`src/rtl/rtc_access_sched.sv`:
```
// rtc_access_sched: arbitrates RTC register read sweeps and single writes onto a handshake bus
module rtc_access_sched #(
  parameter logic [7:0] READ_BASE  = 8'h21,
  parameter int         READ_COUNT = 4,
  parameter int         TIMEOUT    = 255
) (
  input  logic       clk,
  input  logic       Reset,
  input  logic       tick_read,
  input  logic       wr_req,
  input  logic [7:0] wr_addr,
  input  logic [7:0] wr_data,
  input  logic       bus_ack,
  input  logic [7:0] bus_rdata,
  output logic       bus_req,
  output logic       bus_rw,
  output logic [7:0] bus_addr,
  output logic [7:0] bus_wdata,
  output logic [7:0] segundos,
  output logic [7:0] minutos,
  output logic [7:0] horas,
  output logic [7:0] date,
  output logic       rd_valid,
  output logic       wr_busy,
  output logic       wr_done,
  output logic       err,
  output logic       wr_drop
);
  localparam int IW = (READ_COUNT > 1) ? $clog2(READ_COUNT) : 1;
  localparam logic [IW-1:0] LAST = IW'(READ_COUNT - 1);
  typedef enum logic [1:0] {IDLE, RD_WAIT, WR_WAIT, GAP} state_t;
  state_t state, nxt, idle_nxt;
  logic wr_pend, rd_pend, sweep_act, in_wait, done, tout, launch;
  logic [IW-1:0] idx;
  logic [7:0] tcnt, wa, wd, off;
  logic [7:0] sh [READ_COUNT];
  always_comb begin
    in_wait  = state == RD_WAIT || state == WR_WAIT;
    tout     = in_wait && !bus_ack && tcnt == 8'(TIMEOUT);
    done     = in_wait && (bus_ack || tout);
    idle_nxt = wr_pend ? WR_WAIT : rd_pend ? RD_WAIT : IDLE;
    nxt      = state == IDLE ? idle_nxt :
               in_wait ? (done ? GAP : state) :
               wr_pend ? WR_WAIT : sweep_act ? RD_WAIT : idle_nxt;
    launch   = nxt == RD_WAIT && !sweep_act;
    off      = wa - READ_BASE;
  end
  assign bus_req   = in_wait;
  assign bus_rw    = state == RD_WAIT;
  assign bus_addr  = state == RD_WAIT ? READ_BASE + 8'(idx) : state == WR_WAIT ? wa : '0;
  assign bus_wdata = state == WR_WAIT ? wd : '0;
  assign segundos  = sh[0];
  assign minutos   = sh[1];
  assign horas     = sh[2];
  assign date      = sh[3];
  always_ff @(posedge clk) begin
    if (Reset) begin
      state     <= IDLE;
      wr_pend   <= 1'b0;
      wr_busy   <= 1'b0;
      rd_pend   <= 1'b0;
      sweep_act <= 1'b0;
      idx       <= '0;
      tcnt      <= '0;
      wa        <= '0;
      wd        <= '0;
      rd_valid  <= 1'b0;
      wr_done   <= 1'b0;
      err       <= 1'b0;
      wr_drop   <= 1'b0;
      for (int i = 0; i < READ_COUNT; i++) sh[i] <= '0;
    end else begin
      state    <= nxt;
      tcnt     <= nxt == state ? tcnt + 8'd1 : '0;
      wr_drop  <= wr_req && wr_busy;
      err      <= tout;
      wr_done  <= state == WR_WAIT && done;
      rd_valid <= state == RD_WAIT && bus_ack && idx == LAST;
      rd_pend  <= tick_read || (rd_pend && !launch);
      if (wr_req && !wr_busy) begin
        wr_pend <= 1'b1;
        wr_busy <= 1'b1;
        wa      <= wr_addr;
        wd      <= wr_data;
      end else if (state == WR_WAIT && done) begin
        wr_pend <= 1'b0;
        wr_busy <= 1'b0;
      end
      // a successful write into the swept window keeps the shadow coherent
      if (state == WR_WAIT && bus_ack && off < 8'(READ_COUNT)) sh[off[IW-1:0]] <= wd;
      if (launch) begin
        sweep_act <= 1'b1;
        idx       <= '0;
      end else if (state == RD_WAIT && done) begin
        if (bus_ack) sh[idx] <= bus_rdata;
        if (!bus_ack || idx == LAST) sweep_act <= 1'b0;
        else idx <= idx + IW'(1);
      end
    end
  end
endmodule

```
`config.mk`:
```
export PLATFORM = sky130hd
export DESIGN_NAME = rtc_access_sched
export DESIGN_NICKNAME = d
export VERILOG_FILES = /design/src/rtl/rtc_access_sched.sv
export SDC_FILE = /design/constraint.sdc
export NUM_CORES = 1
export LEC_CHECK = 0
export ABC_AREA = 1
export ABC_CLOCK_PERIOD_IN_PS = 3500
export BUFFER_PORTS_ARGS = -buffer_cell sky130_fd_sc_hd__buf_4
export CAP_MARGIN = 15
export CORE_UTILIZATION = 55
export CTS_CLUSTER_SIZE = 16
export DETAILED_ROUTE_END_ITERATION = 8
export PLACE_DENSITY = 0.88
export SYNTH_ARGS = -nofsm -noshare
export SYNTH_HDL_FRONTEND = slang
export SYNTH_SLANG_ARGS = --single-unit
```
`constraint.sdc`:
```
create_clock -name clk -period 3.5 [get_ports clk]
set_input_delay 0.175 -clock clk [delete_from_list [all_inputs] [get_ports clk]]
set_output_delay 0.175 -clock clk [all_outputs]
set_load 0.03 [all_outputs]
```
# Yosys cells after proc, flatten, opt, wreduce, memory -nomap -nowiden

Memories as Yosys holds them, arrays and structs flattened.
Cells that the tools add are included.

Register bits: 35
RAM bits: 32
Input port bits: 29
Memories kept: 1

Memories:

| name | depth | bits a word | rd ports | clocked after Yosys merged registers in | wr ports | line | source |
|---|---|---|---|---|---|---|---|
| sh   | 4     | 8           | 4        | 0                                       | 4        | 36   | `logic [7:0] sh [READ_COUNT];` |

Order comparisons: 1
Muxes and demuxes: 31
Reductions and logical operators: 31
Add/subtract/negate cells: 4
Bitwise operators: 2
Eq/ne operators: 6

Operators with widths:

| operator                                                    | number |
|---|---|
| two-way mux 8 bit                                           | 5 |
| two-way mux 1 bit                                           | 18 |
| two-way mux 2 bit                                           | 8 |
| OR reduction 8 bit                                          | 2 |
| logical AND 1 bit                                           | 13 |
| adder 8 x 1 -> 8 bit (second input constant)                | 1 |
| == test 8 bit (second input constant)                       | 1 |
| less-than comparator 8 x 3 -> 1 bit (second input constant) | 1 |
| subtractor 8 x 6 -> 8 bit (second input constant)           | 1 |
| adder 6 x 2 -> 7 bit (first input constant)                 | 1 |
| nonzero test 2 bit                                          | 3 |
| == test 2 x 1 -> 1 bit (second input constant)              | 2 |
| == test 2 bit (second input constant)                       | 2 |
| logical NOT 1 bit                                           | 4 |
| logical OR 1 bit                                            | 4 |
| AND reduction 2 bit                                         | 2 |
| OR reduction 2 bit                                          | 2 |
| adder 2 x 1 -> 2 bit (second input constant)                | 1 |
| == test 2 bit                                               | 1 |
| logical NOT 2 bit                                           | 1 |
| NOT 1 bit                                                   | 2 |

# Logic depth before layout (Yosys ltp)

Word-level depth: 16
Depth in mapped cells: 15

# Worst setup path before layout

OpenSTA, ideal clock, no wires.

Kind: register -> register
From: register state[0]
To: memory sh[3][0], enable pin
Slack: 914 ps
Arrival time: 2216 ps
Setup time: 370 ps
Buffers on the path: 1
Period minus slack after synthesis: 2586 ps
Cell stages (with the launch flop): 16
Path through: dfxtp_1 inv_1 ha_1 nand2_1 nor2_1 nand2_2 nand3_2 nand2_2 nor2_4 nand2_4 nand2_4 buf_12 nand2_4 nand2_4 nand2_1 nor2_1

RTL lines:

| what                     | line | source |
|---|---|---|
| start: declaration       | 32   | `state_t state, nxt, idle_nxt;` |
| start signal: assignment | 73   | `state <= nxt;` |
| end: declaration         | 36   |  |

==> impl_metrics.ini <==
[worst_setup_path]
critPathCaptureType = register
crit_type = reg2reg
startpoint_type = register
critPathMaxFanout = 15
r2r_slack_ns = 0.74
r2r-start = state[1]
cp.required_ns = 3.47
worstPathArrival_ns = 2.73
startpoint = state[1]

[timing]
tightest_slew_ns = 0.661
setup_viol = 0
max-slew-margin-rel = 0.559
final_max_slew_viol_count = 0
fin_crit_ns = 2.76
rsz0062_at_grt = false
post-route-period-util = 0.788
finalSetupTns_ns = 0
hold_viol = 0
max_freq_ghz = 0.362
clock_skew_ns = 0.00556

[logic_synthesis]
yosys.area.top_type_share = 0.319
synth_area_leaders = edfxtp_1 32%, dfxtp_1 23%, nor2_1 7.6%
synth_area_um2 = 3020
yosys_register_bits = 67
syn_inst = 340
avgSynthCellArea_um2 = 8.87
synth_warnings = 0
synth.distinct_cells = 27
seq_area_frac_synth = 0.551
synth_nets = 375
netlist.top_cell.by_area = edfxtp_1

[global_route]
grt_pass1_vias = 2330
antenna_found_initial = 0
grt_max_degree = 26
globalRouteOverflowTotal = 0
grt_pass1_wl_um = 10600
grt.total_usage = 0.236

[clock_network]
cts_num_sinks = 67
post_cts_buffers = 0
cts_tree = done
clk_latency_ns = 0.34
max-clock-path-buffers = 2
clkTransAtPathRegs_ns = 0.07
ctsResizeCount = 0
h-tree-depth = 3
cts_root_buffer = clkbuf_8
hold_buffers = 0
cts_buffers = 9

[outcome]
status = completed

[die]
ios = 84
die_h_um = 76.1
placementRows = 26
die_area_um2 = 5790
start_util = 0.580
core-area_um2 = 5200
die_w_um = 76.1

[detailed_routing]
antenna_left = 0
drtIter0Drc = 111
vias_per_cell = 5.12
drc = 0
routed_wl_um = 6400
wl_per_cell_um = 12.8
first_pass_iters = 4
num_vias = 2567

[final_layout]
syn2layout_area_growth_pct = 29.3
nets = 461
most-common-layout-cells = 84 x buf_4, 61 x nor2_1, 36 x inv_1, 35 x nand2_1, 35 x dfxtp_1
antenna-diode-count = 0
final_common_cell = buf_4
fillCellCount = 387
final_util = 0.750
drive_above_1_share = 0.313

[job]
maxCapViolations = 0

[pwr]
ir_drop_v = 0.000299
powerDensity_nw_per_um2 = 480
power_leakage_nw = 1.72

[placement]
dp.final_hpwl_um = 4710
io_buffers = 83
finalWeightedCongestion = 0.903

[min_path]
min_from = tick_read
worst_hold_path_type = in2reg
Yosys cell counts:
cell / number
edfxtp_1: 32
clkbuf_1: 5
o21ai_0: 23
nand2_1: 35
dfxtp_1: 35
ha_1: 6
nor3_1: 8
nor4_1: 1
inv_1: 36
xor2_1: 3
nor2_4: 2
o22ai_1: 2
nor2_2: 3
nor3b_1: 1
nand3_2: 2
nor2_1: 61
a21oi_1: 16
buf_2: 1
xnor2_1: 1
nand2_2: 14
or2_2: 1
buf_12: 1
buf_1: 2
nand3_1: 26
nand2_4: 6
inv_2: 9
nand4_1: 8
cells by family after synthesis:
group                      synth area share
xor gates and xnor gates             0.0116
AOI/OAI and AO/OA                    0.0689
and+or+nand+nor                       0.271
adders and majority gates            0.0249
DFF                                   0.551
buffers and inverters                0.0730
worst paths after layout:
check / depth (start not counted) / endpoint
hold / removal: 3 / rd_pend
setup reg to reg: 12 / sh[3][6]
setup / recovery: 12 / sh[3][6]
hold reg to reg: 1 / tcnt[0]
flip-flops by register name, indices dropped and copies added (netlist names):
name	count
tcnt	8
sweep_act	1
wa	8
wd	8
idx	2
sh	32
rd_valid	1
wr_pend	1
wr_done	1
wr_drop	1
rd_pend	1
err	1
state	2
power by group:
group / internal [mW] / switching (mW) / leakage, nW
registers: 0.862 / 0.0274 / 0.618
clock network: 0.417 / 0.277 / 0.107
logic: 0.101 / 0.189 / 0.995
total: 1.38 / 0.493 / 1.72
routing by layer:
| metal | GRT usage | vias to the layer above | wire (um) |
|---|---|---|---|
| li1 | - | 1288 | - |
| met1 | 0.300 | 1163 | 2810 |
| met2 | 0.377 | 103 | 3080 |
| met3 | 0.0419 | 13 | 378 |
| met4 | 0.144 | 0 | 134 |
| met5 | 0 | - | 0 |
per-stage QoR:
step           std cells  hold WS (ns)  setup slack (ns)  total power, mW  cell area (um2)
2_1_floorplan        340         0.292             0.914             1.09             3020
3_3_place_gp         485         0.391             0.941             1.18             3680
3_5_place_dp         485         0.404             0.782             1.19             3680
4_1_cts              501        0.0408             0.772             1.88             3900
5_1_grt              501        0.0596             0.538             1.94             3900
6_report             501        0.0532             0.741             1.87             3900
cell type report:
| cell class | instances | area [um2] | share of cell area |
|---|---|---|---|
| clock buffers | 11 | 141 | 0.0362 |
| clock inverters | 5 | 76.3 | 0.0196 |
| inverters | 45 | 169 | 0.0433 |
| multi-input cells | 219 | 1130 | 0.291 |
| flip-flops and latches | 67 | 1660 | 0.426 |
| well taps | 70 | 87.6 | 0.0225 |
| repair buffers | 84 | 631 | 0.162 |
worst max-delay path, stage by stage, from the launching register on:
cell,delay (ns)
dfxtp_1,0.40
inv_1,0.10
ha_1,0.36
nand2_1,0.07
nor2_1,0.12
nand2_2,0.10
nand3_1,0.11
nand2_2,0.10
nand2_4,0.17
nand2_4,0.13
nand2_1,0.11
nand2_2,0.09
nor2_1,0.51
Note: power is estimated with default switching activity, not from simulation.
